<file path="config.mk">
export PLATFORM = sky130hd
export DESIGN_NAME = board_ctl
export DESIGN_NICKNAME = d
export VERILOG_FILES = /design/src/rtl/board_ctl.sv
export SDC_FILE = /design/constraint.sdc
export NUM_CORES = 1
export LEC_CHECK = 0
export CORE_UTILIZATION = 50
export CTS_BUF_LIST = sky130_fd_sc_hd__clkbuf_4
export DETAILED_ROUTE_END_ITERATION = 12
export GPL_TIMING_DRIVEN = 0
export PLACE_DENSITY_LB_ADDON = 0.2
export SKIP_CTS_REPAIR_TIMING = 1
export SLEW_MARGIN = 20
export SYNTH_ARGS = -nofsm -noshare
export SYNTH_HDL_FRONTEND = slang
export SYNTH_SLANG_ARGS = --single-unit
</file>
<file path="constraint.sdc">
create_clock -name clk -period 8.3 [get_ports clk]
set_input_delay 1.66 -clock clk [delete_from_list [all_inputs] [get_ports clk]]
set_output_delay 1.66 -clock clk [all_outputs]
set_load 0.05 [all_outputs]
</file>
<file path="src/rtl/board_ctl.sv">
// Chess board controller: 64x4 board store with a registered draw-side read port,
// mouse click decoding and a select/move FSM that rewrites the board one entry per cycle.
module board_ctl #(
    parameter int BOARD_X0 = 256,
    parameter int BOARD_Y0 = 128,
    parameter int SQ_LOG2  = 6
) (
    input  logic        clk,
    input  logic        rst,
    input  logic        mouse_left,
    input  logic [11:0] xpos,
    input  logic [11:0] ypos,
    input  logic        board_reset,
    input  logic [5:0]  figure_xy,
    output logic [3:0]  figure_code,
    output logic        sel_valid,
    output logic [5:0]  sel_xy,
    output logic        init_done,
    output logic [7:0]  move_cnt
);

    localparam logic [12:0] X_LO = 13'(BOARD_X0);
    localparam logic [12:0] X_HI = 13'(BOARD_X0 + (8 << SQ_LOG2));
    localparam logic [12:0] Y_LO = 13'(BOARD_Y0);
    localparam logic [12:0] Y_HI = 13'(BOARD_Y0 + (8 << SQ_LOG2));

    typedef enum logic [2:0] {
        S_INIT,
        S_IDLE,
        S_CHECK,
        S_SELECTED,
        S_WR_DST,
        S_WR_SRC
    } state_t;

    state_t      state, state_nxt;
    logic [3:0]  board [64];
    logic [5:0]  init_cnt;
    logic [5:0]  press_xy;
    logic        prev_left;

    logic [12:0] x_w, y_w, dx, dy;
    logic        press, in_board;
    logic [5:0]  click_xy;

    logic        wr_en;
    logic [5:0]  wr_addr;
    logic [3:0]  wr_data;
    logic        latch_press, set_sel, clr_sel, inc_move, init_fin;

    // Start position: row 0 black back rank, row 1 black pawns, row 6/7 white.
    function automatic logic [3:0] start_code(input logic [5:0] a);
        logic [3:0] back;
        case (a[2:0])
            3'd0, 3'd7: back = 4'd4;
            3'd1, 3'd6: back = 4'd2;
            3'd2, 3'd5: back = 4'd3;
            3'd3:       back = 4'd5;
            default:    back = 4'd6;
        endcase
        case (a[5:3])
            3'd0:    start_code = back + 4'd8;
            3'd1:    start_code = 4'd9;
            3'd6:    start_code = 4'd1;
            3'd7:    start_code = back;
            default: start_code = 4'd0;
        endcase
    endfunction

    assign x_w      = {1'b0, xpos};
    assign y_w      = {1'b0, ypos};
    assign dx       = x_w - X_LO;
    assign dy       = y_w - Y_LO;
    assign in_board = (x_w >= X_LO) && (x_w < X_HI) && (y_w >= Y_LO) && (y_w < Y_HI);
    assign click_xy = {3'(dy >> SQ_LOG2), 3'(dx >> SQ_LOG2)};
    assign press    = mouse_left && !prev_left;

    always_comb begin
        state_nxt   = state;
        wr_en       = 1'b0;
        wr_addr     = init_cnt;
        wr_data     = 4'd0;
        latch_press = 1'b0;
        set_sel     = 1'b0;
        clr_sel     = 1'b0;
        inc_move    = 1'b0;
        init_fin    = 1'b0;
        if (board_reset) begin
            state_nxt = S_INIT;
        end else begin
            case (state)
                S_INIT: begin
                    wr_en   = 1'b1;
                    wr_addr = init_cnt;
                    wr_data = start_code(init_cnt);
                    if (init_cnt == 6'd63) begin
                        init_fin  = 1'b1;
                        state_nxt = S_IDLE;
                    end
                end
                S_IDLE: begin
                    if (press && in_board) begin
                        latch_press = 1'b1;
                        state_nxt   = S_CHECK;
                    end
                end
                S_CHECK: begin
                    if (board[press_xy] != 4'd0) begin
                        set_sel   = 1'b1;
                        state_nxt = S_SELECTED;
                    end else begin
                        state_nxt = S_IDLE;
                    end
                end
                S_SELECTED: begin
                    if (press && in_board) begin
                        if (click_xy == sel_xy) begin
                            clr_sel   = 1'b1;
                            state_nxt = S_IDLE;
                        end else begin
                            latch_press = 1'b1;
                            state_nxt   = S_WR_DST;
                        end
                    end
                end
                S_WR_DST: begin
                    wr_en     = 1'b1;
                    wr_addr   = press_xy;
                    wr_data   = board[sel_xy];
                    state_nxt = S_WR_SRC;
                end
                S_WR_SRC: begin
                    wr_en     = 1'b1;
                    wr_addr   = sel_xy;
                    wr_data   = 4'd0;
                    clr_sel   = 1'b1;
                    inc_move  = 1'b1;
                    state_nxt = S_IDLE;
                end
                default: state_nxt = S_INIT;
            endcase
        end
    end

    always_ff @(posedge clk or negedge rst) begin
        if (!rst) begin
            state       <= S_INIT;
            init_cnt    <= 6'd0;
            init_done   <= 1'b0;
            sel_valid   <= 1'b0;
            sel_xy      <= 6'd0;
            move_cnt    <= 8'd0;
            press_xy    <= 6'd0;
            figure_code <= 4'd0;
            prev_left   <= 1'b1;
        end else begin
            state       <= state_nxt;
            prev_left   <= mouse_left;
            figure_code <= board[figure_xy];
            if (board_reset) begin
                init_cnt  <= 6'd0;
                init_done <= 1'b0;
                sel_valid <= 1'b0;
                move_cnt  <= 8'd0;
            end else begin
                if (state == S_INIT) init_cnt <= init_cnt + 6'd1;
                if (init_fin) init_done <= 1'b1;
                if (latch_press) press_xy <= click_xy;
                if (set_sel) begin
                    sel_valid <= 1'b1;
                    sel_xy    <= press_xy;
                end
                if (clr_sel) sel_valid <= 1'b0;
                if (inc_move) move_cnt <= move_cnt + 8'd1;
            end
        end
    end

    // Write port; the registered read above sees pre-write content on address collision.
    always_ff @(posedge clk) begin
        if (wr_en) board[wr_addr] <= wr_data;
    end

endmodule

</file>
==> impl_metrics.yaml, run 1 <==
timing:
  slew_headroom_pct: 27.27
  slew_violations: 0
  rsz0062_at_grt: "false"
  whs_ns: 0.5237
  tightest_slew_ns: 1.091
  setup_viol: 0
  fin_crit_ns: 4.823
  clock_skew_ns: 0.05618
  hold_violations: 0
  fin_crit_sh_pct: 58.11
  fmax_mhz: 207.3
hold_path:
  hp-class: "flop to flop"
logic_synthesis:
  async_reset_ff_share_pct: 12.33
  synth_cells: 972
  syn_area_um2: 15350
  yosysWarnings: 0
  syn_nets: 1014
  synthTopCellsByArea: "edfxtp_1 (50%), mux4_2 (26%), dfrtp_1 (5.7%)"
  synth_top_family_by_area: "multiplexers"
  synth_edf_count: 256
  synthAdderAreaFrac_pct: 0.6522
  synth_compound_area_share_pct: 4.019
  ys_seq_area_share_pct: 55.96
  yosysTopAreaCell: "edfxtp_1"
  synthFlopType: "edfxtp_1"
  yosys-top-cells-count: "edfxtp_1 (256), mux4_2 (174), nor2_1 (147), dfrtp_1 (35), nor3_1 (34)"
  syn_area_per_cell_um2: 15.79
  synth_top_area_share_pct: 50.09
  synthMuxAreaShare_pct: 26.78
  post-synth-top-count-cell: "edfxtp_1"
  yosysUniqueCellTypes: 63
  synth-xor-area-share_pct: 1.084
  synth-simple-area-share_pct: 9.358
  ys_ff_latch: 292
die:
  dieArea_um2: 31400
  io_pins: 54
  fp.dieH_um: 177.2
  core_region_area_um2: 29950
  die_w_um: 177.2
  rows: 63
  start_util_pct: 51.24
worst_setup_path:
  cpLargestDelayFamily: "buffers and inverters"
  cp.arrival_ns: 5.27
  crit_chain: "buf_1 -> clkbuf_1 -> mux4_2 -> mux4_2 -> mux4_2 -> mux2i_1 -> nor4_2 -> buf_4 -> buf_4 -> buf_2 -> buf_4"
  critPathLaunchType: "flop"
  cp_num_buf_inv: 6
  crit_required_ns: 8.75
  critPathMaxFanout: 10
  worstSetupPathType: "flop to flop"
  crit_slowest_cell: "clkbuf_1"
  critPathCaptureType: "flop"
  cpPeakStageDelay_ns: 0.84
clock_tree:
  cts_tree: "yes"
  root_buffer: "clkbuf_4"
  cts_buffer_depth: 3
  cts.sinks: 292
  insertion_delay_ns: 0.74
  htree_levels: 3
  path_clk_slew_ns: 0.07
  cts_buffers: 77
layout:
  utilization_pct: 58.30
  final.fill_count: 2386
  drive_gt1_share_pct: 30.23
  area_growth_pct: 13.78
  final_area_um2: 17460
  finalNonFillerCells: 1548
  nNetsFinal: 1146
power:
  vdd_drop_max_mv: 0.1083
  pwr_density_cell_nw_per_um2: 211.8
  power_mw: 3.700
  leakagePower_nw: 5.573
detailed_routing:
  vias: 10990
  wl_per_cell_um: 31.87
  wl_um: 49340
  vias_per_cell: 7.099
  remaining_drc_errors: 0
  drtPass1Iterations: 5
  drtIter0Drc: 1968
  detail-route-antenna-nets: 0
run_status:
  status: "finished clean"
run:
  drv_cap: 0
grt:
  grt_max_degree: 31
  grt_pass1_wl_um: 71640
  grt.total_usage_pct: 32.70
  grt_overflow_total: 0
  grt_pass1_vias: 10870
  antenna_found_initial: 7
placement:
  dp.cells: 1415
  port_buffers: 37
  postPlaceCellArea_um2: 16480
  gp_congestion: 0.9968
  dp_hpwl_um: 34770
-- worst paths after layout --
path	startpoint	endpoint	slack [ns]	cells after the start
setup / recovery	sel_xy[1]$_DFFE_PN0P_	board[24][3]$_DFFE_PP_	3.48	11
hold / removal	init_done$_DFFE_PN0P_	init_done$_DFFE_PN0P_	0.52	2
setup reg to reg	sel_xy[1]$_DFFE_PN0P_	board[24][3]$_DFFE_PP_	3.48	11
hold reg to reg	init_done$_DFFE_PN0P_	init_done$_DFFE_PN0P_	0.52	2
max in group asynchronous	rst	prev_left$_DFF_PN1_	7.07	2
min in group asynchronous	rst	sel_xy[3]$_DFFE_PN0P_	0.76	1
-- cell families after synthesis --
group                    count (synthesis)
flip-flops                             292
multiplexers                           192
buffers and inverters                   78
AND/OR/NAND/NOR                        296
AO/OA/AOI/OAI                           87
XOR/XNOR                                19
adder cells (fa/ha/maj)                  8
-- flip-flops by register name, indices dropped and copies added (netlist names), 3 cells and up --
register,flops
figure_code,4
move_cnt,8
board,256
sel_xy,6
state,3
init_cnt,6
press_xy,6
-- worst register-to-register path: stages (launching register included) --
cell and delay [ns]:
dfrtp_1 0.53, buf_1 0.61, clkbuf_1 0.84, mux4_2 0.45
mux4_2 0.55, mux4_2 0.53, mux2i_1 0.18, nor4_2 0.10
buf_4 0.21, buf_4 0.18, buf_2 0.19, buf_4 0.17
-- area by class of cell --
type	count	area, um^2	area share (%)
sequential	292	8589	49.18
multi-input combinational	602	6475	37.08
clock buffer	102	765.7	4.385
timing repair buffer	53	605.6	3.468
tap	390	488.0	2.794
buffer	68	292.8	1.676
clock inverter	24	192.7	1.103
inverter	10	37.54	0.2149
antenna	7	17.52	0.1003
-- through the flow --
| stage | setup slack (ns) | setup TNS [ns] |
|---|---|---|
| after floorplan | 1.917 | 0 |
| after global routing | 3.476 | 0 |
| final | 3.477 | 0 |
| after global placement | -4.175 | -638.45 |
| after detailed placement | 3.424 | 0 |
| after CTS | 3.581 | 0 |
-- routing by layer --
layer | up-vias | part of all wire, % | track usage, %
li1 | 4329 | - | -
met1 | 5422 | 35 | 43.16
met2 | 1025 | 44 | 47.87
met3 | 214 | 15 | 10.89
met4 | 0 | 5.6 | 17.96
met5 | - | 0 | 0
-- power by group --
group	internal (mW)	leakage [nW]	total, mW	switching [mW]
registers	1.77	2.82	1.79	0.0218
clock network	0.665	0.563	1.27	0.609
logic	0.225	2.19	0.636	0.411
total	2.66	5.57	3.70	1.04
-- layout by cell type (no fill, tap or decap), types with 4 or more instances in the layout --
cell type,synthesis,layout
buf_1,16,15
xor2_1,9,9
a21o_1,4,4
clkinv_2,0,4
a211oi_1,17,17
buf_16,0,6
or4_1,8,8
or3_1,4,4
clkbuf_4,0,102
nand3_1,6,6
nand2b_1,11,11
a21oi_1,14,14
edfxtp_1,256,256
clkinv_1,0,12
o22ai_1,4,4
o21ai_0,10,7
buf_2,17,23
clkbuf_1,32,32
diode_2,0,7
mux2i_1,9,9
nor2_1,147,147
nand2_1,25,25
nor3b_1,5,5
mux2_2,9,9
inv_1,10,10
xnor2_1,10,10
mux4_2,174,174
nor3_1,34,33
nand4_1,6,6
o311ai_0,9,9
nor2b_1,10,10
buf_4,2,6
nor4b_1,5,5
ha_1,8,8
nor4_1,19,18
clkdlybuf4s50_1,0,36
dfrtp_1,35,35
No activity file was read; power rests on OpenSTA's default activity.
==> inputs of run 2 (changes only) <==
==> constraint.sdc (replaced) <==
create_clock -name clk -period 4.2 [get_ports clk]
set_input_delay 0.84 -clock clk [delete_from_list [all_inputs] [get_ports clk]]
set_output_delay 0.84 -clock clk [all_outputs]
set_load 0.05 [all_outputs]
==> run 2 against run 1 <==
  * Utilization is 0.29 points higher
  * Cell count is 0.58% higher
  * Register-to-register slack worse by 3.4 ns
  * Clock skew grew 0.0051 ns
  * Via count down 1.7%
  * Maximum frequency up 18%
  * Global-route usage is 0.19 points lower
  * Critical path type unchanged
  * Critical endpoint is now board[27][3]$_DFFE_PP_
  * Largest cell class unchanged
  * Highest routed layer unchanged
==> impl_metrics.yaml, run 2 (synthesis results as in run 1) <==
detailed_routing:
  drtPass1Iterations: 7
  vias: 10810
  drtIter0Drc: 1507
  detail-route-antenna-nets: 0
  wl_um: 48650
  wl_per_cell_um: 31.25
  vias_per_cell: 6.941
  remaining_drc_errors: 0
layout:
  area_growth_pct: 14.36
  nNetsFinal: 1144
  layout_common_cells: "edfxtp_1 (256), mux4_2 (174), nor2_1 (147), clkbuf_4 (124), clkdlybuf4s50_1 (36)"
  final_area_um2: 17550
  largest-register: "board"
  drive_gt1_share_pct: 31.22
  seq_area_um2: 8589
  multiInputGateArea_um2: 6485
  largest_reg_flops: 256
  final.fill_count: 2369
  top_regs: "board x256, move_cnt x8"
  final_common_cell: "edfxtp_1"
timing:
  hold_violations: 0
  slew_headroom_pct: 28.15
  fmax_mhz: 244.7
  slew_violations: 0
  tightest_slew_ns: 1.078
  rsz0062_at_grt: "false"
  fin_crit_ns: 4.087
  clock_skew_ns: 0.06130
  fin_crit_sh_pct: 97.31
  whs_ns: 0.4584
  setup_viol: 0
grt:
  antenna_found_initial: 2
  grt_pass1_wl_um: 71500
  grt_max_degree: 32
  grt_pass1_vias: 10740
  grt_overflow_total: 0
  grt.total_usage_pct: 32.51
run:
  drv_cap: 0
worst_setup_path:
  cpLargestDelayFamily: "multiplexers"
  critPathMaxFanout: 15
  critPathLaunchType: "flop"
  cp_num_buf_inv: 4
  r2r_cells: 9
  critPathCaptureType: "flop"
  crit_chain: "clkbuf_2 -> clkbuf_2 -> mux4_2 -> mux4_2 -> mux4_2 -> mux2i_1 -> nor4_4 -> buf_4 -> buf_4"
  crit_slowest_cell: "mux4_2"
  crit_top_cell: "mux4_2"
  worstSetupPathType: "flop to flop"
  worstReg2RegStart: "sel_xy[1]$_DFFE_PN0P_"
  reg2reg_slack_ns: 0.11
  regToRegEndpoint: "board[27][3]$_DFFE_PP_"
  cpPeakStageDelay_ns: 0.55
  crit_required_ns: 4.62
  cp.arrival_ns: 4.51
die:
  dieArea_um2: 31400
  die_w_um: 177.2
  io_pins: 54
  rows: 63
  start_util_pct: 51.24
  fp.dieH_um: 177.2
  core_region_area_um2: 29950
clock_tree:
  htree_levels: 3
  path_clk_slew_ns: 0.07
  cts_tree: "yes"
  cts_buffers: 78
  root_buffer: "clkbuf_4"
  cts_buffer_depth: 3
  cts.sinks: 292
  insertion_delay_ns: 0.74
placement:
  postPlaceCellArea_um2: 16480
  port_buffers: 37
  gp_congestion: 1.010
  dp_hpwl_um: 34870
run_status:
  status: "finished clean"
power:
  leakagePower_nw: 5.647
  vdd_drop_max_mv: 0.2029
  pwr_density_cell_nw_per_um2: 420.9
hold_path:
  hp-class: "primary input to async pin"
run 2: cell count changes in the layout (fill, tap and decap cells not counted), sizes merged:
cell / before / now
clkbuf: 135 / 158
buf: 52 / 45
diode: 7 / 1
bufinv: 3 / 1
clkdlybuf4s15: 0 / 1
dlygate4sd3: 0 / 1
inv: 12 / 11
run 2: how the worst max path moves through the flow:
stage,endpoint,start,depth (start not counted),slack [ns]
detailed placement,board[35][3]$_DFFE_PP_,sel_xy[1]$_DFFE_PN0P_,9,-0.34
floorplan,board[0][2]$_DFFE_PP_,state[0]$_DFFE_PN0P_,5,-0.54
global route,board[26][3]$_DFFE_PP_,sel_xy[0]$_DFFE_PN0P_,10,0.05
CTS,board[26][3]$_DFFE_PP_,sel_xy[1]$_DFFE_PN0P_,9,-0.40
global placement,board[58][1]$_DFFE_PP_,board_reset,6,-5.32
finish,board[27][3]$_DFFE_PP_,sel_xy[1]$_DFFE_PN0P_,9,0.11
run 2: layer usage:
metal	up-vias	global-route usage, %	part of all wire (%)	routed length (um)
li1	4327	-	-	-
met1	5362	43.91	36	17590
met2	920	48.89	45	21940
met3	198	8.247	13	6233
met4	0	16.88	5.9	2889
met5	-	0	0	0
run 2: cell type report:
class	instances	area share, %
Multi-Input combinational cell	602	36.95
Timing Repair Buffer	50	3.450
Sequential cell	292	48.94
Antenna cell	1	0.01426
Inverter	10	0.2139
Tap cell	390	2.780
Buffer	68	1.747
Clock buffer	123	5.261
Clock inverter	21	0.6487
run 2: worst register-to-register path, delay by kind of cell, from the launching register on:
kind | cells | cell delay [ns]
muxes | 4 | 1.82
buffers and inverters | 4 | 1.36
DFF | 1 | 0.54
and+or+nand+nor | 1 | 0.09
run 2: through the flow:
step / setup slack [ns] / utilization, % / setup TNS, ns / total power, mW / instances
floorplan: -0.5366 / - / -92.94 / 4.227 / 972
global placement: -5.322 / 54.16 / -1136.58 / 4.749 / 1399
detailed placement: -0.3382 / 55.02 / -19.22 / 4.853 / 1411
CTS: -0.4002 / 58.48 / -31.51 / 7.413 / 1555
global route: 0.05198 / 58.60 / 0 / 7.648 / 1557
finish: 0.1129 / 58.60 / 0 / 7.387 / 1557
run 2: report_power, final:
group | switching, mW | internal (mW)
clock | 1.18 | 1.39
sequential | 0.0493 | 3.49
combinational | 0.829 | 0.446
total | 2.05 | 5.33
==> inputs of run 3 (changes only) <==
--- a/config.mk
+++ b/config.mk
@@ -10,6 +10,7 @@
 export DETAILED_ROUTE_END_ITERATION = 12
 export GPL_TIMING_DRIVEN = 0
 export PLACE_DENSITY_LB_ADDON = 0.2
+export RECOVER_POWER = 25
 export SKIP_CTS_REPAIR_TIMING = 1
 export SLEW_MARGIN = 20
 export SYNTH_ARGS = -nofsm -noshare
==> run 3 against run 2 <==
  * Clock power about the same
  * Flip-flop and latch count unchanged
  * Count of clock-buffer cells in the layout unchanged
  * Power about the same
  * Cell count unchanged
  * Die area unchanged
  * Clock skew down 0.0012 ns
  * Sequential power about the same
  * The flow now finishes with violations (max-capacitance violations, max-slew violations)
  * Non-clock buffer count unchanged
  * Worst hold slack better by 0.013 ns
  * Utilization down 0.13 points
  * Register-to-register slack better by 0.02 ns
==> impl_metrics.yaml, run 3 (synthesis results as in run 1) <==
run_status:
  status: "finished with violations"
  violations: "max-capacitance violations, max-slew violations"
hold_path:
  hp-class: "primary input to async pin"
clock_tree:
  insertion_delay_ns: 0.75
  cts_buffer_depth: 3
  path_clk_slew_ns: 0.07
  cts_buffers: 78
  htree_levels: 3
  cts_tree: "yes"
  root_buffer: "clkbuf_4"
  cts.sinks: 292
worst_setup_path:
  worstReg2RegStart: "sel_xy[1]$_DFFE_PN0P_"
  critPathCaptureType: "flop"
  regToRegEndpoint: "board[27][3]$_DFFE_PP_"
  crit_required_ns: 4.63
  worstSetupPathType: "flop to flop"
  cpPeakStageDelay_ns: 0.56
  reg2reg_slack_ns: 0.13
  crit_top_cell: "mux4_2"
  critPathMaxFanout: 15
  r2r_cells: 9
  crit_chain: "clkbuf_2 -> clkbuf_2 -> mux4_2 -> mux4_2 -> mux4_2 -> mux2i_1 -> nor4_4 -> buf_4 -> buf_4"
  cp.arrival_ns: 4.50
  critPathLaunchType: "flop"
  crit_slowest_cell: "mux4_2"
placement:
  dp_hpwl_um: 34870
  postPlaceCellArea_um2: 16480
  port_buffers: 37
  gp_congestion: 1.010
timing:
  slew_violations: 32
  slew_headroom_pct: -10.89
  rsz0062_at_grt: "false"
  tightest_slew_ns: 1.663
  fin_crit_sh_pct: 96.82
  fmax_mhz: 245.9
  hold_violations: 0
  fin_crit_ns: 4.067
  setup_viol: 0
  clock_skew_ns: 0.06007
layout:
  final_area_um2: 17510
  drive_gt1_share_pct: 30.87
  nNetsFinal: 1144
  utilization_pct: 58.46
  area_growth_pct: 14.09
  top_regs: "board x256, move_cnt x8"
  largest-register: "board"
  final_common_cell: "edfxtp_1"
  largest_reg_flops: 256
  layout_common_cells: "edfxtp_1 (256), mux4_2 (174), nor2_1 (147), clkbuf_4 (124), clkbuf_1 (36)"
  multiInputGateArea_um2: 6470
  final.fill_count: 2379
  seq_area_um2: 8589
grt:
  grt_overflow_total: 0
  grt.total_usage_pct: 32.51
  grt_pass1_vias: 10740
  grt_pass1_wl_um: 71500
  antenna_found_initial: 2
  grt_max_degree: 32
detailed_routing:
  drtPass1Iterations: 6
  vias_per_cell: 6.949
  remaining_drc_errors: 0
  wl_per_cell_um: 31.27
  vias: 10820
  detail-route-antenna-nets: 0
  wl_um: 48690
  drtIter0Drc: 1614
power:
  pwr_density_cell_nw_per_um2: 422.1
  vdd_drop_max_mv: 0.2034
  leakagePower_nw: 5.687
die:
  io_pins: 54
  start_util_pct: 51.24
  die_w_um: 177.2
  rows: 63
  dieArea_um2: 31400
  fp.dieH_um: 177.2
  core_region_area_um2: 29950
run:
  drv_cap: 1
[run 3: cell types whose count changed in the layout (fill, tap and decap cells not counted), sizes merged]
cell,change
clkdlybuf4s50,-22
dlygate4sd3,+22
clkbuf,+7
clkdlybuf4s15,-1
buf,-6
[run 3: per-stage QoR]
step                      power [mW]  std cells  setup slack, ns  TNS [ns]  hold WS, ns
after floorplan                4.227        972          -0.5366    -92.94       0.5025
after detailed placement       4.853       1411          -0.3382    -19.22       0.4979
final                          7.391       1557           0.1334         0       0.4709
after CTS                      7.413       1555          -0.4002    -31.51      -0.1064
after global placement         4.749       1399           -5.322  -1136.58       0.4895
after global routing           7.636       1557          0.05610         0       0.5063
[run 3: how the worst max path moves through the flow]
| stage | start | to | slack, ns | cells after the start |
|---|---|---|---|---|
| 6_report | sel_xy[1]$_DFFE_PN0P_ | board[27][3]$_DFFE_PP_ | 0.13 | 9 |
| 5_1_grt | sel_xy[0]$_DFFE_PN0P_ | board[26][3]$_DFFE_PP_ | 0.06 | 10 |
| 4_1_cts | sel_xy[1]$_DFFE_PN0P_ | board[26][3]$_DFFE_PP_ | -0.40 | 9 |
| 3_5_place_dp | sel_xy[1]$_DFFE_PN0P_ | board[35][3]$_DFFE_PP_ | -0.34 | 9 |
| 3_3_place_gp | board_reset | board[58][1]$_DFFE_PP_ | -5.32 | 6 |
| 2_1_floorplan | state[0]$_DFFE_PN0P_ | board[0][2]$_DFFE_PP_ | -0.54 | 5 |
[run 3: final cells by class]
class                      count  area share (%)
clock inverter                21          0.6502
buffer                        68           1.708
inverter                      10          0.2143
tap                          390           2.787
clock buffer                 123           5.273
antenna                        1         0.01429
timing repair buffer          50           3.358
sequential                   292           49.05
multi-input combinational    602           36.95
[run 3: power by group]
group,internal [mW],switching (mW)
clock,1.39,1.19
combinational,0.439,0.825
sequential,3.49,0.0491
total,5.33,2.06
[run 3: metal layers]
layer / vias up / wire (um) / track usage (%)
li1: 4329 / - / -
met1: 5383 / 17430 / 43.91
met2: 923 / 22060 / 48.89
met3: 183 / 6435 / 8.247
met4: 2 / 2757 / 16.88
met5: - / 9 / 0
[run 3: critical path: cells and delay by family, from the launching register on]
family | cells | cell delay (ns)
flip-flops | 1 | 0.53
multiplexers | 4 | 1.81
buffers and inverters | 4 | 1.34
AND/OR/NAND/NOR | 1 | 0.08
